==> config.mk <==
export PLATFORM = sky130hd
export DESIGN_NAME = seg_display_arbiter_flat
export DESIGN_NICKNAME = d
export VERILOG_FILES = /design/src/rtl/seg_display_arbiter_pkg.sv /design/src/rtl/seg_display_arbiter_if.sv /design/src/rtl/seg_display_arbiter_rr_picker.sv /design/src/rtl/seg_display_arbiter.sv /design/src/flat_wrapper.sv
export SDC_FILE = /design/constraint.sdc
export NUM_CORES = 1
export LEC_CHECK = 0
export ABC_AREA = 1
export BUFFER_PORTS_ARGS = -buffer_cell sky130_fd_sc_hd__buf_2
export CORE_MARGIN = 2
export CORE_UTILIZATION = 60
export DETAILED_ROUTE_END_ITERATION = 8
export PLACE_DENSITY = 0.95
export SLEW_MARGIN = 15
export SYNTH_ARGS = -nofsm -noshare
export SYNTH_HDL_FRONTEND = slang
export SYNTH_HIERARCHICAL = 1
export SYNTH_SLANG_ARGS = --single-unit
==> constraint.sdc <==
create_clock -name clk -period 10 [get_ports clk]
set_clock_uncertainty 0.15 [all_clocks]
set_input_delay 1.5 -clock clk [delete_from_list [all_inputs] [get_ports clk]]
set_output_delay 1.5 -clock clk [all_outputs]
set_load 0.02 [all_outputs]
==> src/rtl/seg_display_arbiter_pkg.sv <==
// Shared types and sizing helpers for the seven-segment display arbiter.
// Optional feature macro: SEG_ARB_IDLE_HOLD_EN (hold last value on the display while idle).
package seg_pkg;

    localparam int BCD_W      = 16;
    localparam int SEG_DIGITS = 4;

    typedef enum logic {
        IDLE = 1'b0,
        SHOW = 1'b1
    } state_e;

    // Counter must hold DWELL_CYCLES-1; never narrower than one bit.
    function automatic int cnt_width(input int dwell);
        return (dwell <= 2) ? 1 : $clog2(dwell);
    endfunction

endpackage

==> src/rtl/seg_display_arbiter_if.sv <==
// Requester/display bundle between the value producers and the arbiter.
interface seg_display_arbiter_if #(
    parameter int NUM_SRC = 4
);
    localparam int SRC_W = $clog2(NUM_SRC);

    logic [NUM_SRC-1:0]                    req_i;
    logic [NUM_SRC-1:0][seg_pkg::BCD_W-1:0] bcd_i;
    logic [NUM_SRC-1:0]                    gnt_o;
    logic [SRC_W-1:0]                      src_o;
    logic [seg_pkg::BCD_W-1:0]             bcd_o;
    logic                                  busy_o;

    modport master (
        output req_i, bcd_i,
        input  gnt_o, src_o, bcd_o, busy_o
    );

    modport slave (
        input  req_i, bcd_i,
        output gnt_o, src_o, bcd_o, busy_o
    );

endinterface

==> src/rtl/seg_display_arbiter_rr_picker.sv <==
// Combinational round-robin picker: first set request at or after ptr_i, with wrap.
module seg_rr_picker #(
    parameter int N  = 4,
    parameter int IW = $clog2(N)
) (
    input  logic [N-1:0]  req_i,
    input  logic [IW-1:0] ptr_i,
    output logic [N-1:0]  win_o,
    output logic [IW-1:0] idx_o,
    output logic          any_o
);

    always_comb begin
        logic found;
        int   p;
        win_o = '0;
        idx_o = '0;
        any_o = |req_i;
        found = 1'b0;
        p     = 0;
        for (int i = 0; i < N; i++) begin
            p = int'(ptr_i) + i;
            if (p >= N) p = p - N;
            if (!found && req_i[p]) begin
                found    = 1'b1;
                idx_o    = IW'(p);
                win_o[p] = 1'b1;
            end
        end
    end

endmodule

==> src/rtl/seg_display_arbiter.sv <==
// Round-robin time-sharing of the 4-digit BCD display with a minimum per-owner dwell.
// Optional feature macro: SEG_ARB_IDLE_HOLD_EN.
module seg_display_arbiter
    import seg_pkg::*;
#(
    parameter int NUM_SRC      = 4,
    parameter int DWELL_CYCLES = 128
) (
    input  logic                  clk,
    input  logic                  rst_n,
    seg_display_arbiter_if.slave  bus
);

    localparam int SRC_W = $clog2(NUM_SRC);
    localparam int CNT_W = cnt_width(DWELL_CYCLES);
    localparam logic [CNT_W-1:0] CNT_LOAD = CNT_W'(DWELL_CYCLES - 1);

    state_e             state_q, state_d;
    logic [NUM_SRC-1:0] gnt_q,   gnt_d;
    logic [SRC_W-1:0]   src_q,   src_d;
    logic [BCD_W-1:0]   bcd_q,   bcd_d;
    logic [CNT_W-1:0]   cnt_q,   cnt_d;
    logic [SRC_W-1:0]   ptr_q,   ptr_d;

    function automatic logic [SRC_W-1:0] next_idx(input logic [SRC_W-1:0] idx);
        return (idx == SRC_W'(NUM_SRC - 1)) ? '0 : idx + 1'b1;
    endfunction

    logic [NUM_SRC-1:0] a_win, b_win;
    logic [SRC_W-1:0]   a_idx, b_idx;
    logic               a_any, b_any;
    logic [SRC_W-1:0]   owner_nxt;

    assign owner_nxt = next_idx(src_q);

    // Fresh arbitration from the pointer: used from IDLE and when the owner lets go.
    seg_rr_picker #(.N(NUM_SRC), .IW(SRC_W)) u_pick_ptr (
        .req_i (bus.req_i),
        .ptr_i (ptr_q),
        .win_o (a_win),
        .idx_o (a_idx),
        .any_o (a_any)
    );

    // Challengers only: the owner is masked so b_any means "someone else wants it".
    seg_rr_picker #(.N(NUM_SRC), .IW(SRC_W)) u_pick_sw (
        .req_i (bus.req_i & ~gnt_q),
        .ptr_i (owner_nxt),
        .win_o (b_win),
        .idx_o (b_idx),
        .any_o (b_any)
    );

    always_comb begin
        state_d = state_q;
        gnt_d   = gnt_q;
        src_d   = src_q;
        bcd_d   = bcd_q;
        cnt_d   = cnt_q;
        ptr_d   = ptr_q;
        case (state_q)
            IDLE: begin
                if (a_any) begin
                    state_d = SHOW;
                    gnt_d   = a_win;
                    src_d   = a_idx;
                    bcd_d   = bus.bcd_i[a_idx];
                    cnt_d   = CNT_LOAD;
                    ptr_d   = next_idx(a_idx);
                end
            end
            SHOW: begin
                if (!bus.req_i[src_q]) begin
                    if (a_any) begin
                        gnt_d = a_win;
                        src_d = a_idx;
                        bcd_d = bus.bcd_i[a_idx];
                        cnt_d = CNT_LOAD;
                        ptr_d = next_idx(a_idx);
                    end else begin
                        state_d = IDLE;
                        gnt_d   = '0;
`ifdef SEG_ARB_IDLE_HOLD_EN
                        bcd_d   = bcd_q;
`else
                        bcd_d   = '0;
`endif
                    end
                end else if (cnt_q == '0 && b_any) begin
                    gnt_d = b_win;
                    src_d = b_idx;
                    bcd_d = bus.bcd_i[b_idx];
                    cnt_d = CNT_LOAD;
                    ptr_d = next_idx(b_idx);
                end else begin
                    bcd_d = bus.bcd_i[src_q];
                    if (cnt_q != '0) cnt_d = cnt_q - 1'b1;
                end
            end
            default: state_d = IDLE;
        endcase
    end

    always_ff @(posedge clk or negedge rst_n) begin
        if (!rst_n) begin
            state_q <= IDLE;
            gnt_q   <= '0;
            src_q   <= '0;
            bcd_q   <= '0;
            cnt_q   <= '0;
            ptr_q   <= '0;
        end else begin
            state_q <= state_d;
            gnt_q   <= gnt_d;
            src_q   <= src_d;
            bcd_q   <= bcd_d;
            cnt_q   <= cnt_d;
            ptr_q   <= ptr_d;
        end
    end

    assign bus.gnt_o  = gnt_q;
    assign bus.src_o  = src_q;
    assign bus.bcd_o  = bcd_q;
    assign bus.busy_o = (state_q == SHOW);

endmodule

==> src/flat_wrapper.sv <==
// flat-port wrapper written by rule: the top's interface ports become plain ports
module seg_display_arbiter_flat import seg_pkg::*;
#(
    parameter int NUM_SRC      = 4,
    parameter int DWELL_CYCLES = 128
)
  (clk, rst_n, bus_req_i, bus_bcd_i, bus_gnt_o, bus_src_o, bus_bcd_o, bus_busy_o);
  seg_display_arbiter_if #(.NUM_SRC(NUM_SRC)) bus_i ();
  input  logic clk;
  input  logic rst_n;
  input wire logic [$bits(bus_i.req_i)-1:0] bus_req_i;
  input wire logic [$bits(bus_i.bcd_i)-1:0] bus_bcd_i;
  output wire logic [$bits(bus_i.gnt_o)-1:0] bus_gnt_o;
  output wire logic [$bits(bus_i.src_o)-1:0] bus_src_o;
  output wire logic [$bits(bus_i.bcd_o)-1:0] bus_bcd_o;
  output wire logic [$bits(bus_i.busy_o)-1:0] bus_busy_o;
  assign bus_i.req_i = bus_req_i;
  assign bus_i.bcd_i = bus_bcd_i;
  assign bus_gnt_o = bus_i.gnt_o;
  assign bus_src_o = bus_i.src_o;
  assign bus_bcd_o = bus_i.bcd_o;
  assign bus_busy_o = bus_i.busy_o;
  seg_display_arbiter #(.NUM_SRC(NUM_SRC), .DWELL_CYCLES(DWELL_CYCLES)) u_core (.clk(clk), .rst_n(rst_n), .bus(bus_i));
endmodule
* Yosys cells after proc, flatten, opt, wreduce, memory -nomap -nowiden
Cells that the tools add are included.
** Storage, ports and cells
- Bits in registers :: 32
- Bits in latches :: 0
- RAM bits :: 0
- Memory bits (read-only) :: 0
- Output and inout port bits :: 23
- Memories kept :: 0
** Operators by class
- Add/subtract/negate cells :: 18
- Multipliers :: 0
- Divide/modulo/power cells :: 0
- Magnitude comparators :: 27
- Equality and inequality tests :: 6
- Shift operators :: 0
- Mux-type cells :: 107
- Bitwise operators :: 9
- Reductions and logical operators :: 26
** Operators by type and width (count)
- $ge A32 B1 Y1 const B :: 8
- $lt A32 B4 Y1 const B :: 8
- $mux W32 :: 8
- $mux W16 :: 7
- $bmux W16 S2 :: 3
- $mux W4 :: 12
- $mux W2 :: 17
- $mux W1 :: 33
- $pmux W16 S2 :: 1
- $mux W7 :: 4
- $or A4 B4 Y4 :: 6
- $sub A3 B3 Y4 const B :: 6
- $bmux W1 S2 :: 9
- $ge A3 B3 Y1 const B :: 6
- $demux W1 S2 :: 8
- $logic_and A1 B1 Y1 :: 15
- $pmux W7 S2 :: 1
- $add A2 B2 Y3 const B :: 4
- $lt A2 B3 Y1 const B :: 3
- $pmux W2 S2 :: 2
- $pmux W4 S2 :: 1
- $reduce_or A4 Y1 :: 2
- $sub A2 B3 Y4 const B :: 2
- $logic_not A7 Y1 :: 1
- 15 further kinds :: 26

* Depth between registers and ports, before layout
- Depth after elaboration :: 22
- Mapped depth :: 22
- Depth with buffers taken out :: 19

* Modules after synthesis
The synthesis kept the hierarchy.
** Modules (own cells, without submodules)
- seg_display_arbiter :: times used 1, cells an instance 613, area an instance 3533.4 um^2
- seg_rr_picker (u_core.u_pick_ptr) :: times used 1, cells an instance 86, area an instance 571.8 um^2
- seg_rr_picker (u_core.u_pick_sw) :: times used 1, cells an instance 86, area an instance 520.5 um^2

* Worst setup path before layout
No wires, ideal clock.
- Kind :: input to register
- Start :: in bus_req_i[0]
- End :: reg u_core.bcd_q[13] (netlist: u_core/bus.bcd_o[13])
- Setup time :: 0.116 ns
- Data arrival time :: 3.342 ns
- Required time :: 9.734 ns
- Path slack :: 6.392 ns
- Cell stages on the path :: 18
- Buffers on the path :: 1
- Cell sequence :: inv_1 nor2_1 inv_1 nand2_1 nand3_1 nand2_1 nand2_1 nor2_1 nor2_1 nor2_1 clkinv_1 clkbuf_1 o211ai_1 nand2_1 nand2_1 nand3_1 nand2_1 nand2_1
** Between the ends
- Word-level cells in the longest chain between the ends :: 19
- Elaborated cells between the ends (all ways) :: 66
** RTL lines
- from (decl) :: RTL line flat_wrapper.sv:11 : input wire logic [$bits(bus_i.req_i)-1:0] bus_req_i;
- $and A4 B4 Y4 (*) :: RTL line seg_display_arbiter.sv:47 : .req_i (bus.req_i & ~gnt_q),
- $bmux W1 S2 :: RTL line seg_display_arbiter_rr_picker.sv:24 : if (!found && req_i[p]) begin
- $mux W1 (not written as such) (2 in a row) :: RTL line seg_display_arbiter_rr_picker.sv:24
- $mux W1 :: RTL line seg_display_arbiter_rr_picker.sv:24
- $logic_not A1 Y1 :: RTL line seg_display_arbiter_rr_picker.sv:24
- $logic_and A1 B1 Y1 :: RTL line seg_display_arbiter_rr_picker.sv:24
- $mux W1 :: RTL line seg_display_arbiter_rr_picker.sv:24
- $logic_not A1 Y1 :: RTL line seg_display_arbiter_rr_picker.sv:24
- [3 not listed]
- $logic_and A1 B1 Y1 :: RTL line seg_display_arbiter_rr_picker.sv:24
- $mux W2 (*) :: RTL line seg_display_arbiter_rr_picker.sv:24
- via u_core.b_idx[0] :: RTL line seg_display_arbiter.sv:30 : logic [SRC_W-1:0] a_idx, b_idx;
- $bmux W16 S2 (*) :: RTL line seg_display_arbiter.sv:92 : bcd_d = bus.bcd_i[b_idx];
- $mux W16 (not written as such) (*) :: RTL line seg_display_arbiter.sv:92
- $mux W16 (*) :: RTL line seg_display_arbiter.sv:89 : end else if (cnt_q == '0 && b_any) begin
- $mux W16 (*) :: RTL line seg_display_arbiter.sv:73 : if (!bus.req_i[src_q]) begin
- $pmux W16 S2 (*) :: RTL line seg_display_arbiter.sv:61 : case (state_q)
- to (signal assigned) :: RTL line seg_display_arbiter.sv:109 : bcd_q <= '0;
- to (signal assigned) :: RTL line seg_display_arbiter.sv:116 : bcd_q <= bcd_d;
- to (decl) :: RTL line seg_display_arbiter.sv:21 : logic [BCD_W-1:0] bcd_q, bcd_d;
Mark *: on every way through the listed nets, which the timed path passes. The rest lies on a longest branch. The select of a mux whose other input is x is not followed.
A chain may end at the register's enable or synchronous reset.

* Worst setup path after layout
- Start :: reg u_core.src_q[0] (netlist: u_core/bus.src_o[0])
- End :: reg u_core.bcd_q[6] (netlist: u_core/bus.bcd_o[6])
** Between the ends
- Word-level cells in the longest chain between the ends :: 22
- Elaborated cells between the ends (all ways) :: 52
** RTL lines
- from (decl) :: RTL line seg_display_arbiter.sv:20 : logic [SRC_W-1:0] src_q, src_d;
- from (signal assigned) :: RTL line seg_display_arbiter.sv:115 : src_q <= src_d;
- $add A2 B1 Y2 or $eq A2 B2 Y1 (tied branches) :: RTL line seg_display_arbiter.sv:26 : return (idx == SRC_W'(NUM_SRC - 1)) ? '0 : idx + 1'b1;
- $mux W2 (*) :: RTL line seg_display_arbiter.sv:26
- via u_core.owner_nxt[0] :: RTL line seg_display_arbiter.sv:32 : logic [SRC_W-1:0] owner_nxt;
- branches (longest 14 deep; another with $sub A3 B3 Y4)
- $mux W2 (*) :: RTL line seg_display_arbiter_rr_picker.sv:24
- via u_core.b_idx[1] :: RTL line seg_display_arbiter.sv:30
- $bmux W16 S2 (*) :: RTL line seg_display_arbiter.sv:92
- $mux W16 (not written as such) (*) :: RTL line seg_display_arbiter.sv:92
- $mux W16 (*) :: RTL line seg_display_arbiter.sv:89
- $mux W16 (*) :: RTL line seg_display_arbiter.sv:73
- $pmux W16 S2 (*) :: RTL line seg_display_arbiter.sv:61
Mark *: on every way through the listed nets, which the timed path passes. The select of a mux whose other input is x is not followed.

==> results by group <==
Clock tree
  – Root buffer selected by CTS: sky130_fd_sc_hd__clkbuf_8
  – Clock-pin slew reported for the worst setup and hold paths after clock tree synthesis: 90 ps
  – Total clock sinks: 32
  – TritonCTS Buffers: 5
  – CTS Hold Buffers Added: 0
  – Insertion delay to the later sink of the worst-skew pair: 300 ps
  – H-tree level count: 2
  – Post-CTS Setup Inserts: 0
  – CTS tree: done
  – Gates resized, CTS repair: 0
  – Buffer depth of the longest clock path: 2

Worst setup path
  – Max incr delay on CP: 790 ps
  – Slowest library cell on the worst path: sky130_fd_sc_hd__dfrtp_2
  – CP most frequent cell: sky130_fd_sc_hd__nand2_1
  – CP cell instances: ha_1, nor2_1, inv_6, ha_1, inv_1, nand3_1, nand2_1, nand3_1, nor2_1, nand2_1, nand3_1, inv_1, a21oi_1, o21ai_0, nand3_1, nand2_1, nand2_1, nand2_1
  – CP startpoint kind: flop
  – Crit Path Class: reg -> reg
  – Top fanout value on the critical path: 71
  – Worst setup EP type: flop
  – Required time of the worst setup path: around 10,000 ps
  – Data arrival time of the worst path: roughly 5000 ps

STA
  – Post-route clock period utilization: 0.501
  – Final Worst Setup Slack: 4990 ps
  – Worst-margin pin slew: 1040 ps
  – Highest Clock Rate: about 200 MHz
  – RSZ-0062 raised after global routing: no
  – Count of endpoints failing hold in the final timing report: 0
  – Setup TNS: 0 ps
  – Min cycle time layout: 5010 ps
  – Max-slew violation count: 0
  – Setup-failing EPs final: 0
  – Worst slew margin relative to its limit: 0.307

Floorplanning
  – Die height: 91.8 um
  – Core Box Area: 0.00761 mm2
  – Core Rows: 32
  – Die ar.: between 0.008 and 0.009 mm2
  – Initial Util: 0.608
  – IO Pins: 93
  – Die width: 91.8 um

Synth
  – Number of enable flip-flop cells after synthesis: 0
  – Leading register cell type out of synthesis: sky130_fd_sc_hd__dfrtp_1
  – Cell type contributing the most total cell area after synthesis: sky130_fd_sc_hd__dfrtp_1
  – Mapped Avg Cell Area: 5.89 um2
  – Number of distinct library cell variants in the gate-level netlist after synthesis: 36
  – Mapped cell area: 0.00463 mm2
  – Most area-consuming cells after synthesis: sky130_fd_sc_hd__dfrtp_1 (17%), sky130_fd_sc_hd__nand2_1 (17%), sky130_fd_sc_hd__a21oi_1 (11%), sky130_fd_sc_hd__o21ai_0 (11%), sky130_fd_sc_hd__nand3_1 (10%)
  – Fraction of the yosys area taken by sequential cells: 0.173
  – Synth top area share: 0.173
  – Synthesized instance count: 785
  – Syn. warnings: 6
  – Async set-reset flop share out of synthesis: 1.00
  – Register bit total from synthesis: 32
  – Total nets after synthesis: 874

Drt
  – Routed wirelength normalized by instance count: between 10 and 15 um
  – Via count: 5,587
  – Vias per cell: ~5.9
  – First DRT Iteration DRCs: 714
  – Remaining antenna violation count: 0
  – Drt pass-1 iters: 5
  – Routed WL: between 10 and 15 mm
  – DRC violation count after routing: 0

Global route
  – GRT Overall Usage: 0.319
  – Number of antenna violations at the first check in global routing: 0
  – First-pass GRT wire length: 22.2 mm
  – Sum of overflow across all layers after global routing: 0
  – Largest net degree at the start of global routing: between 70 and 80
  – Vias in the first global route: 4,654

Run status
  – Run status: complete, no violations

Placement
  – Pre-CTS setup slack: 5130 ps
  – Port-buffer cells: 92
  – Weighted congestion at the end of routability-driven global placement: 1.01
  – HPWL after DPL: 9.49 mm

Final layout
  – Layout cells sized above 1: 0.174
  – Area grow syn2layout: 11.7%
  – Final antenna diode count: 0
  – Net count, final: 934

Run
  – Max-cap violations: 0

Min path
  – Worst min-delay path class: reg -> reg
## area by class of cell
type,instances,area [um2]
multi-input cells,625,3280
fillers,736,2440
flip-flops and latches,32,802
repair buffers,95,495
inverters,86,349
well taps,102,128
clock buffers,5,68.8
clock inverters,3,42.5
## sequential cells by signal (all words and copies together), names as in the netlist
signal             count
u_core/ptr_q           2
u_core/bus.src_o       2
u_core/bus.gnt_o       4
u_core/cnt_q           7
u_core/bus.busy_o      1
u_core/bus.bcd_o      16
## cells in the final DEF, fill, tap and decap left out, drive strengths merged, types with 2 or more instances in the layout
cell type	netlist	final
nand2	227	227
o21ai	105	105
a21oi	100	100
nand3	98	98
buf	24	95
inv	84	84
nor2	40	40
dfrtp	32	32
a21boi	20	20
ha	19	19
o211ai	8	8
clkbuf	18	5
xor2	2	2
nand3b	2	2
nand4	2	2
bufinv	1	2
clkinv	1	2
## through the flow
step / hold WS (ps) / instance area [um2] / cells / util
floorplan: 308 / 4630 / 785 / -
global placement: 331 / 5030 / 939 / 0.662
detailed placement: 337 / 5030 / 939 / 0.662
CTS: 352 / 5140 / 947 / 0.676
global route: 377 / 5160 / 948 / 0.679
finish: 347 / 5160 / 948 / 0.679
## worst max-delay path: cells and delay by family, from the launching register on
kind                       cells  cell delay [ps]
buffers and inverters          3              790
adders and majority gates      2              780
and+or+nand+nor               11             2030
AOI/OAI and AO/OA              2              340
DFF                            1              790
## cells in the mapped netlist (2+ instances only)
| cell type | instances |
|---|---|
| sky130_fd_sc_hd__a21boi_0 | 16 |
| sky130_fd_sc_hd__a21boi_1 | 4 |
| sky130_fd_sc_hd__a21oi_1 | 100 |
| sky130_fd_sc_hd__buf_1 | 4 |
| sky130_fd_sc_hd__buf_2 | 15 |
| sky130_fd_sc_hd__buf_4 | 2 |
| sky130_fd_sc_hd__buf_6 | 3 |
| sky130_fd_sc_hd__clkbuf_1 | 18 |
| sky130_fd_sc_hd__dfrtp_1 | 32 |
| sky130_fd_sc_hd__ha_1 | 19 |
| sky130_fd_sc_hd__inv_1 | 76 |
| sky130_fd_sc_hd__inv_2 | 6 |
| sky130_fd_sc_hd__nand2_1 | 210 |
| sky130_fd_sc_hd__nand2_2 | 8 |
| sky130_fd_sc_hd__nand2_4 | 7 |
| sky130_fd_sc_hd__nand2_8 | 2 |
| sky130_fd_sc_hd__nand3_1 | 92 |
| sky130_fd_sc_hd__nand3_2 | 2 |
| sky130_fd_sc_hd__nand3_4 | 4 |
| sky130_fd_sc_hd__nand3b_1 | 2 |
| sky130_fd_sc_hd__nand4_1 | 2 |
| sky130_fd_sc_hd__nor2_1 | 33 |
| sky130_fd_sc_hd__nor2_2 | 3 |
| sky130_fd_sc_hd__nor2_8 | 3 |
| sky130_fd_sc_hd__o211ai_1 | 8 |
| sky130_fd_sc_hd__o21ai_0 | 100 |
| sky130_fd_sc_hd__o21ai_1 | 4 |
| sky130_fd_sc_hd__xor2_1 | 2 |
## path summary, 6_finish.rpt
| check | start | to | slack [ps] | cells after the start |
|---|---|---|---|---|
| hold reg to reg | u_core/cnt_q[0] | u_core/cnt_q[0] | 350 | 1 |
| max in group asynchronous | rst_n | u_core/bus.src_o[0] | 8030 | 1 |
| setup / recovery | u_core/bus.src_o[0] | u_core/bus.bcd_o[6] | 4990 | 18 |
| hold / removal | u_core/cnt_q[0] | u_core/cnt_q[0] | 350 | 1 |
| min in group asynchronous | rst_n | u_core/bus.bcd_o[12] | 1120 | 1 |
| setup reg to reg | u_core/bus.src_o[0] | u_core/bus.bcd_o[6] | 4990 | 18 |
## cells by family after synthesis
family | count (synthesis) | share of synthesized area
AOI/OAI and AO/OA | 233 | 0.268
xor gates and xnor gates | 3 | 0.00568
adders and majority gates | 19 | 0.0514
buffers and inverters | 128 | 0.120
DFF | 32 | 0.173
and+or+nand+nor | 370 | 0.382
## metal layers
metal  global-route usage  vias up  share of wire
li1                     -     2721              -
met1                0.456     2487           0.41
met2                0.501      348           0.44
met3               0.0559       31           0.13
met4               0.0808        0          0.020
met5                    0        -              0
Power is left out: the tool's default activity adds up to more than one toggle a clock period on the data nets, which glitch-free logic cannot reach.
